--- src/rtl/instr_reg_ctrl.sv ---
// ============================================================================
// instr_reg_ctrl : round-robin write arbiter plus in-order reader for a shared
//                  instruction register file, with occupancy tracking.
// Revision 1.0
// ============================================================================
`default_nettype none

module instr_reg_ctrl #(
  parameter int NUM_REQ = 4,
  parameter int DEPTH   = 32,
  parameter int ADDR_W  = 5,
  parameter int OP_W    = 32,
  parameter int OPC_W   = 4,
  parameter int INSTR_W = OPC_W + 2 * OP_W
) (
  input  logic                       clk,
  input  logic                       reset,
  input  logic                       flush,
  input  logic [NUM_REQ-1:0]         req_valid,
  output logic [NUM_REQ-1:0]         req_ready,
  input  logic [NUM_REQ*OP_W-1:0]    req_op_a,
  input  logic [NUM_REQ*OP_W-1:0]    req_op_b,
  input  logic [NUM_REQ*OPC_W-1:0]   req_opc,
  output logic                       load_en,
  output logic [OP_W-1:0]            operand_a,
  output logic [OP_W-1:0]            operand_b,
  output logic [OPC_W-1:0]           opcode,
  output logic [ADDR_W-1:0]          write_pointer,
  output logic [ADDR_W-1:0]          read_pointer,
  input  logic [INSTR_W-1:0]         instr_word_in,
  input  logic                       rd_req,
  output logic                       rd_valid,
  output logic [INSTR_W-1:0]         rd_data,
  output logic [ADDR_W:0]            count,
  output logic                       full,
  output logic                       empty
);

  localparam int RR_W = (NUM_REQ > 1) ? $clog2(NUM_REQ) : 1;
  localparam logic [RR_W-1:0]   RR_ONE  = 1;
  localparam logic [RR_W-1:0]   RR_LAST = RR_W'(NUM_REQ - 1);
  localparam logic [ADDR_W-1:0] PTR_ONE = 1;
  localparam logic [ADDR_W-1:0] PTR_TOP = ADDR_W'(DEPTH - 1);
  localparam logic [ADDR_W:0]   CNT_ONE = 1;
  localparam logic [ADDR_W:0]   CNT_MAX = (ADDR_W + 1)'(DEPTH);

  typedef enum logic [1:0] {
    IDLE = 2'd0,
    WR   = 2'd1,
    RD   = 2'd2,
    CAP  = 2'd3
  } state_t;

  state_t            state, state_nxt;
  logic [RR_W-1:0]   rr_ptr;
  logic [RR_W-1:0]   grant_idx;
  logic              grant_found;
  logic [ADDR_W-1:0] wr_ptr, rd_ptr;
  logic              accept_wr, accept_rd, do_flush;
  logic [OP_W-1:0]   sel_op_a, sel_op_b;
  logic [OPC_W-1:0]  sel_opc;

  function automatic logic [RR_W-1:0] rr_index(input logic [RR_W-1:0] base, input int k);
    int s;
    s = int'(base) + k;
    if (s >= NUM_REQ) s = s - NUM_REQ;
    return RR_W'(s);
  endfunction

  // First valid requester at or after rr_ptr, wrapping around
  always_comb begin
    grant_found = 1'b0;
    grant_idx   = '0;
    for (int k = 0; k < NUM_REQ; k++) begin
      if (!grant_found && req_valid[rr_index(rr_ptr, k)]) begin
        grant_found = 1'b1;
        grant_idx   = rr_index(rr_ptr, k);
      end
    end
  end

  always_comb begin
    sel_op_a = req_op_a[int'(grant_idx) * OP_W +: OP_W];
    sel_op_b = req_op_b[int'(grant_idx) * OP_W +: OP_W];
    sel_opc  = req_opc[int'(grant_idx) * OPC_W +: OPC_W];
  end

  assign full  = (count == CNT_MAX);
  assign empty = (count == '0);

  always_ff @(posedge clk or posedge reset) begin
    if (reset) state <= IDLE;
    else       state <= state_nxt;
  end

  always_comb begin
    state_nxt = state;
    req_ready = '0;
    accept_wr = 1'b0;
    accept_rd = 1'b0;
    do_flush  = 1'b0;
    load_en   = 1'b0;
    case (state)
      IDLE: begin
        if (flush) begin
          do_flush = 1'b1;
        end else if (rd_req && !empty) begin
          accept_rd = 1'b1;
          state_nxt = RD;
        end else if (grant_found && !full) begin
          accept_wr            = 1'b1;
          req_ready[grant_idx] = 1'b1;
          state_nxt            = WR;
        end
      end
      WR: begin
        load_en   = 1'b1;
        state_nxt = IDLE;
      end
      RD:      state_nxt = CAP;
      CAP:     state_nxt = IDLE;
      default: state_nxt = IDLE;
    endcase
  end

  // Reads and writes are serialised by the FSM, so count never moves both ways at once
  always_ff @(posedge clk or posedge reset) begin
    if (reset) begin
      rr_ptr        <= '0;
      wr_ptr        <= '0;
      rd_ptr        <= '0;
      count         <= '0;
      operand_a     <= '0;
      operand_b     <= '0;
      opcode        <= '0;
      write_pointer <= '0;
      read_pointer  <= '0;
      rd_data       <= '0;
      rd_valid      <= 1'b0;
    end else begin
      rd_valid <= 1'b0;
      if (do_flush) begin
        wr_ptr        <= '0;
        rd_ptr        <= '0;
        count         <= '0;
        write_pointer <= '0;
        read_pointer  <= '0;
      end
      if (accept_rd) read_pointer <= rd_ptr;
      if (accept_wr) begin
        operand_a     <= sel_op_a;
        operand_b     <= sel_op_b;
        opcode        <= sel_opc;
        write_pointer <= wr_ptr;
        rr_ptr        <= (grant_idx == RR_LAST) ? '0 : grant_idx + RR_ONE;
      end
      if (state == WR) begin
        wr_ptr <= (wr_ptr == PTR_TOP) ? '0 : wr_ptr + PTR_ONE;
        count  <= count + CNT_ONE;
      end
      if (state == CAP) begin
        rd_data  <= instr_word_in;
        rd_valid <= 1'b1;
        rd_ptr   <= (rd_ptr == PTR_TOP) ? '0 : rd_ptr + PTR_ONE;
        count    <= count - CNT_ONE;
      end
    end
  end

endmodule

`default_nettype wire

--- config.mk ---
export PLATFORM = sky130hd
export DESIGN_NAME = instr_reg_ctrl
export DESIGN_NICKNAME = d
export VERILOG_FILES = /design/src/rtl/instr_reg_ctrl.sv
export SDC_FILE = /design/constraint.sdc
export NUM_CORES = 1
export LEC_CHECK = 0
export ABC_AREA = 1
export CAP_MARGIN = 20
export CORE_AREA = 2 2 196 198
export CTS_CLUSTER_SIZE = 10
export DETAILED_ROUTE_END_ITERATION = 10
export DIE_AREA = 0 0 198 200
export DONT_BUFFER_PORTS = 1
export MAX_ROUTING_LAYER = met4
export SYNTH_ARGS = -nofsm -noshare
export SYNTH_HDL_FRONTEND = slang
export SYNTH_SLANG_ARGS = --single-unit
export TNS_END_PERCENT = 20
--- constraint.sdc ---
create_clock -name clk -period 13.8 [get_ports clk]
set_input_delay 0.69 -clock clk [delete_from_list [all_inputs] [get_ports clk]]
set_output_delay 0.69 -clock clk [all_outputs]
set_load 0.01 [all_outputs]
-- After elaboration in Yosys (flattened, before gate mapping)
Index checks and enable logic that the tools add are counted.
- bits in registers: 167
- input port bits: 348
- word-level logic and storage cells: 118
- shift-type cells: 3
- eq/ne operators: 9
- add/sub/neg operators: 12
- reduce and logical (&&, ||, !) cells: 20
- magnitude comparators: 10
- muxes and demuxes: 52
- operators by type and width (kind ; number):
    $shiftx 128x8->32 ; 2
    $mux 5 ; 7
    $mux 2 ; 12
    $mux 1 ; 20
    $mux 6 ; 3
    $mux 4 ; 4
    $shiftx 16x5->4 ; 1
    $lt 2x3->1 const B ; 5
    $add 5x1->5 const B ; 2
    $eq 5x5->1 const B ; 2
    $ge 3x3->1 const B ; 3
    $bmux 1 s2 ; 4
    $reduce_bool 2->1 ; 4
    $sub 2x1->2 const B ; 4
    $add 2x2->3 const B ; 2
    $add 6x1->6 const B ; 1
    $eq 2x2->1 const B ; 3
    $eq 6x6->1 const B ; 1
    $logic_and 1x1->1 ; 6
    $logic_not 6->1 ; 1
    $pmux 2 s3 ; 1
    $sub 6x1->6 const B ; 1
    $logic_not 1->1 ; 5
    $add 2x1->3 const B ; 1
    other kinds (11) ; 11

-- Logic depth before layout (Yosys ltp)
- depth in word-level cells: 22
- gate-level depth with buffers: 18
- gate-level depth less buffers: 15

-- Worst setup path before layout
OpenSTA, ideal clock, no wires.
- kind: input-to-output
- start: input port req_valid[1]
- end: output port req_ready[3]
- path buffers: 2
- stages on the path: 14
- slack: 11.131 ns
- arrival time: 1.979 ns
- cell sequence: inv_1 > nand2_1 > nand3_1 > nand2_2 > inv_1 > nand2_1 > nand2_2 > nand3_2 > buf_4 > buf_2 > inv_1 > ha_1 > inv_1 > nor2_1
- longest elaborated chain between the ends: 20
- RTL lines (element ; line ; text):
    start, declared ; 19 ; input logic [NUM_REQ-1:0] req_valid,
    $bmux 1 s2 ; 75 ; if (!grant_found && req_valid[rr_index(rr_ptr, k)]) begin
    $mux 1 (implied by the code) ; 75 ;
    $mux 1 ; 75 ;
    $logic_not 1->1 ; 75 ;
    $logic_and 1x1->1 ; 75 ;
    $mux 1 ; 75 ;
    $logic_not 1->1 ; 75 ;
    $logic_and 1x1->1 ; 75 ;
    (+4 left out) ; n/a ;
    $lt 2x3->1 (implied by the code) / $ge 2x1->1 (equally long branches) ; 112 ; req_ready[grant_idx] = 1'b1;
    $logic_and 1x1->1 (implied by the code) ; 112 ;
    $mux 1 (implied by the code) ; 112 ;
    $demux 1 s2 ; 112 ;
    $mux 4 (*) ; 110 ; end else if (grant_found && !full) begin
    $mux 4 (*) ; 107 ; end else if (rd_req && !empty) begin
    $mux 4 (*) ; 105 ; if (flush) begin
    $mux 4 (*) ; 103 ; case (state)
    end, declared ; 20 ; output logic [NUM_REQ-1:0] req_ready,
Mark *: on every way between the ends. The rest lies on a longest branch, timed or not. The select of a mux whose other input is x is not followed.

-- Final worst setup path
- start: register rr_ptr[0]
- end: output port req_ready[2]
- longest elaborated chain between the ends: 22
- RTL lines (element ; line ; text):
    start, declared ; 55 ; logic [RR_W-1:0] rr_ptr;
    start signal, assigned ; 155 ; rr_ptr <= (grant_idx == RR_LAST) ? '0 : grant_idx + RR_ONE;
    parallel branches: the longest is 18 deep, another holds $add 2x1->3 ; n/a ;
    $mux 4 (*) ; 110 ;
    $mux 4 (*) ; 107 ;
    $mux 4 (*) ; 105 ;
    $mux 4 (*) ; 103 ;
Every way passes the cells marked *. The select of a mux whose other input is x is not followed.

==> impl_metrics.csv <==
group,metric,value,unit
status,run_status,"finished clean",
job,max_cap_violation_count,0,
detailed_routing,drc,0,
synthesis,synth-seq-area-share,40.7,%
clock_network,post_cts_hold_fix_bufs,0,
detailed_routing,dr.first_iter.drc_count,636,
detailed_routing,viasPerCell,4.95,
worst_setup_path,cp_cell_sequence,"inv_6 -> nand2_1 -> nand2_1 -> nand2_1 -> nand2_1 -> nor2_4 -> nand3_4 -> buf_4 -> nand4_4 -> buf_4 -> inv_2 -> nand2_1 -> nor2_1",
timing,timing_worst_slew_pin_value,1.01,ns
grt,grt_antenna_before_repair,3,
detailed_routing,routed_wire_length_per_instance,17.3,um
clock_network,cts_max_level,4,
detailed_routing,drt_pre_antenna_iters,5,
grt,grt_max_degree,92,
timing,post-route-period-util,36.3,%
grt,grt_usage,17.4,%
synthesis,synth_edf_count,0,
timing,worst_hold_margin,0.260,ns
power_and_ir_drop,p_leak,6.27,nW
detailed_routing,routed_wl,34.8,mm
placement,placedCellCount,1984,
worst_setup_path,worstPathArrival,4.32,ns
detailed_routing,routed-via-count,9994,
placement,detailed_place.area,10500,um2
final_layout,fillerInstances,4140,
die,die_w,198,um
synthesis,synthCells,1569,
synthesis,ys_seq_elements,167,
final_layout,layout-area-overhead-vs-synth,8.31,%
worst_hold_path,hold_path.class,"in -> async",
clock_network,clockBufferDepth,2,
timing,postLayoutSetupSlackWorst,8.79,ns
synthesis,post-synth-top-count-cell,"nand2_1",
clock_network,cts_made_buffers,17,
clock_network,worst_setup_hold_path_clk_slew,0.07,ns
power_and_ir_drop,vdd_drop_max,0.000234,V
final_layout,final-instance-count-excl-fill,2020,
worst_setup_path,critical-path-top-cell-by-count,"nand2_1",
synthesis,synth_warnings,0,
synthesis,post-synth-top-area-fraction,40.7,%
die,floorplan.die_area,39600,um2
die,floorplan.rows,71,
final_layout,finish.instance_area,11100,um2
synthesis,netlist_top_cells_count,"nand2_1, inv_1, dfrtp_1",
die,core,37400,um2
placement,place.detailed.hpwl,24.5,mm
placement,place.port_buffers,0,
synthesis,postSynthNetCount,1924,
timing,report.final.slew_viol_count,0,
worst_setup_path,critPathKind,"reg -> out",
power_and_ir_drop,p_per_area,307,nW/um2
timing,tns,0,ns
die,chipHeight,200,um
timing,fmax,200,MHz
final_layout,finish.net_count,1848,
synthesis,syn_area,10300,um2
detailed_routing,route.antenna.remaining_nets,0,
synthesis,postSynthAreaPerCell,6.54,um2
timing,report.final.setup_viol,0,
worst_setup_path,crit_path_end_kind,"primary output",
timing,finalHoldViolations,0,
timing,final.setup_skew,0.0218,ns
synthesis,post_synth_num_cell_types,31,
worst_setup_path,max_stage_delay,0.66,ns
worst_setup_path,critical-path-slowest-cell,"nand3_4",
clock_network,cts_root_buf,"clkbuf_16",
die,floorplan.initialDensity,27.5,%
placement,gpl.final_weighted_congestion,0.904,
grt,grt_pass1_vias,9151,
final_layout,layout.core_utilization,29.7,%
worst_setup_path,crit_path_start_kind,"flip-flop",
synthesis,synth_top_cells_by_area,"dfrtp_1, nand2_1, nand4_1, inv_1, nand3_1",
timing,slew_headroom,32.5,%
timing,period_needed,5.01,ns
grt,grt_first_pass_wirelength,51.2,mm
worst_setup_path,cp_max_fo,81,
synthesis,synth_area_leader_cell,"dfrtp_1",
power_and_ir_drop,p_total,3.41,mW
grt,globalRouteOverflowTotal,0,
final_layout,drive_above_1_share,4.05,%
timing,grt_setup_unrepaired,"false",
die,top_level_ports,508,
placement,pre_cts_ws,9.19,ns
clock_network,clock_latency,0.46,ns
clock_network,sinks_on_the_clock_net,167,
worst_setup_path,worstPathRequired,13.11,ns
clock_network,post_cts_resized,0,
synthesis,dominantRegCellSynth,"dfrtp_1",
synthesis,ys_async_sr_fraction,100,%
clock_network,cts_setup_buffers,0,
clock_network,cts_tree,"yes",
-- logic make-up after synthesis --
logic type	Yosys count	synth area share [%]
fa+ha+maj	7	0.853
flops	167	40.7
xor+xnor	7	0.597
compound gates	35	1.96
buf+inv	287	11.9
simple gates	1066	44.0
-- metal layers --
metal / wire [um] / global-route usage (%)
met1: 14600 / 21.1
met5: 0 / -
met3: 3080 / 4.91
met4: 1030 / 7.99
met2: 16100 / 26.7
-- cell usage in the layout (no fill, tap or decap), types with 2 or more instances in the layout --
cell type and count:
buf_4 10, inv_2 6, nor2_1 19, clkinv_8 4
xor2_1 4, inv_6 6, diode_2 3, a21oi_1 2
xnor2_1 3, o21ai_0 22, nand2_2 2, o221ai_1 3
dfrtp_1 167, inv_1 173, o22ai_1 4, nand3_4 4
nand2_1 806, ha_1 7, nor3_1 3, nand4_1 138
inv_8 3, clkbuf_16 17, nand3_1 89
-- final cells by class --
class	count	area, um2	area share, %
sequential	167	4180	37.6
inverter	181	689	6.20
tap	511	639	5.75
antenna	3	7.51	0.0675
multi-input combinational	1115	4910	44.1
timing repair buffer	11	103	0.922
clock inverter	14	155	1.39
clock buffer	18	439	3.95
-- path summary, 6_finish.rpt --
kind | from | to | slack (ns) | depth (start not counted)
max | rr_ptr[0] | req_ready[2] | 8.79 | 13
min | reset | rd_data[31] | 0.26 | 1
max reg2reg | rr_ptr[0] | operand_a[31] | 9.39 | 15
min reg2reg | state[0] | state[1] | 0.52 | 1
max in group asynchronous | reset | count[4] | 12.06 | 2
min in group clk | instr_word_in[22] | rd_data[22] | 0.34 | 2
-- flip-flops by register name (all words and copies together) (netlist names), 5 cells and up --
register       count
operand_a         32
write_pointer      5
count              6
rd_data           68
rd_ptr             5
wr_ptr             5
operand_b         32
read_pointer       5
-- power by group --
group	switching (mW)	internal, mW	total, mW
combinational	1.36	0.562	1.93
clock	0.236	0.247	0.483
sequential	0.295	0.706	1.00
-- worst max-delay path, delay by kind of cell (launching register included) --
kind	cells	cell delay [ns]
buffers and inverters	4	1.46
AND/OR/NAND/NOR	9	1.66
flip-flops	1	0.62
No activity file was read; power rests on OpenSTA's default activity.
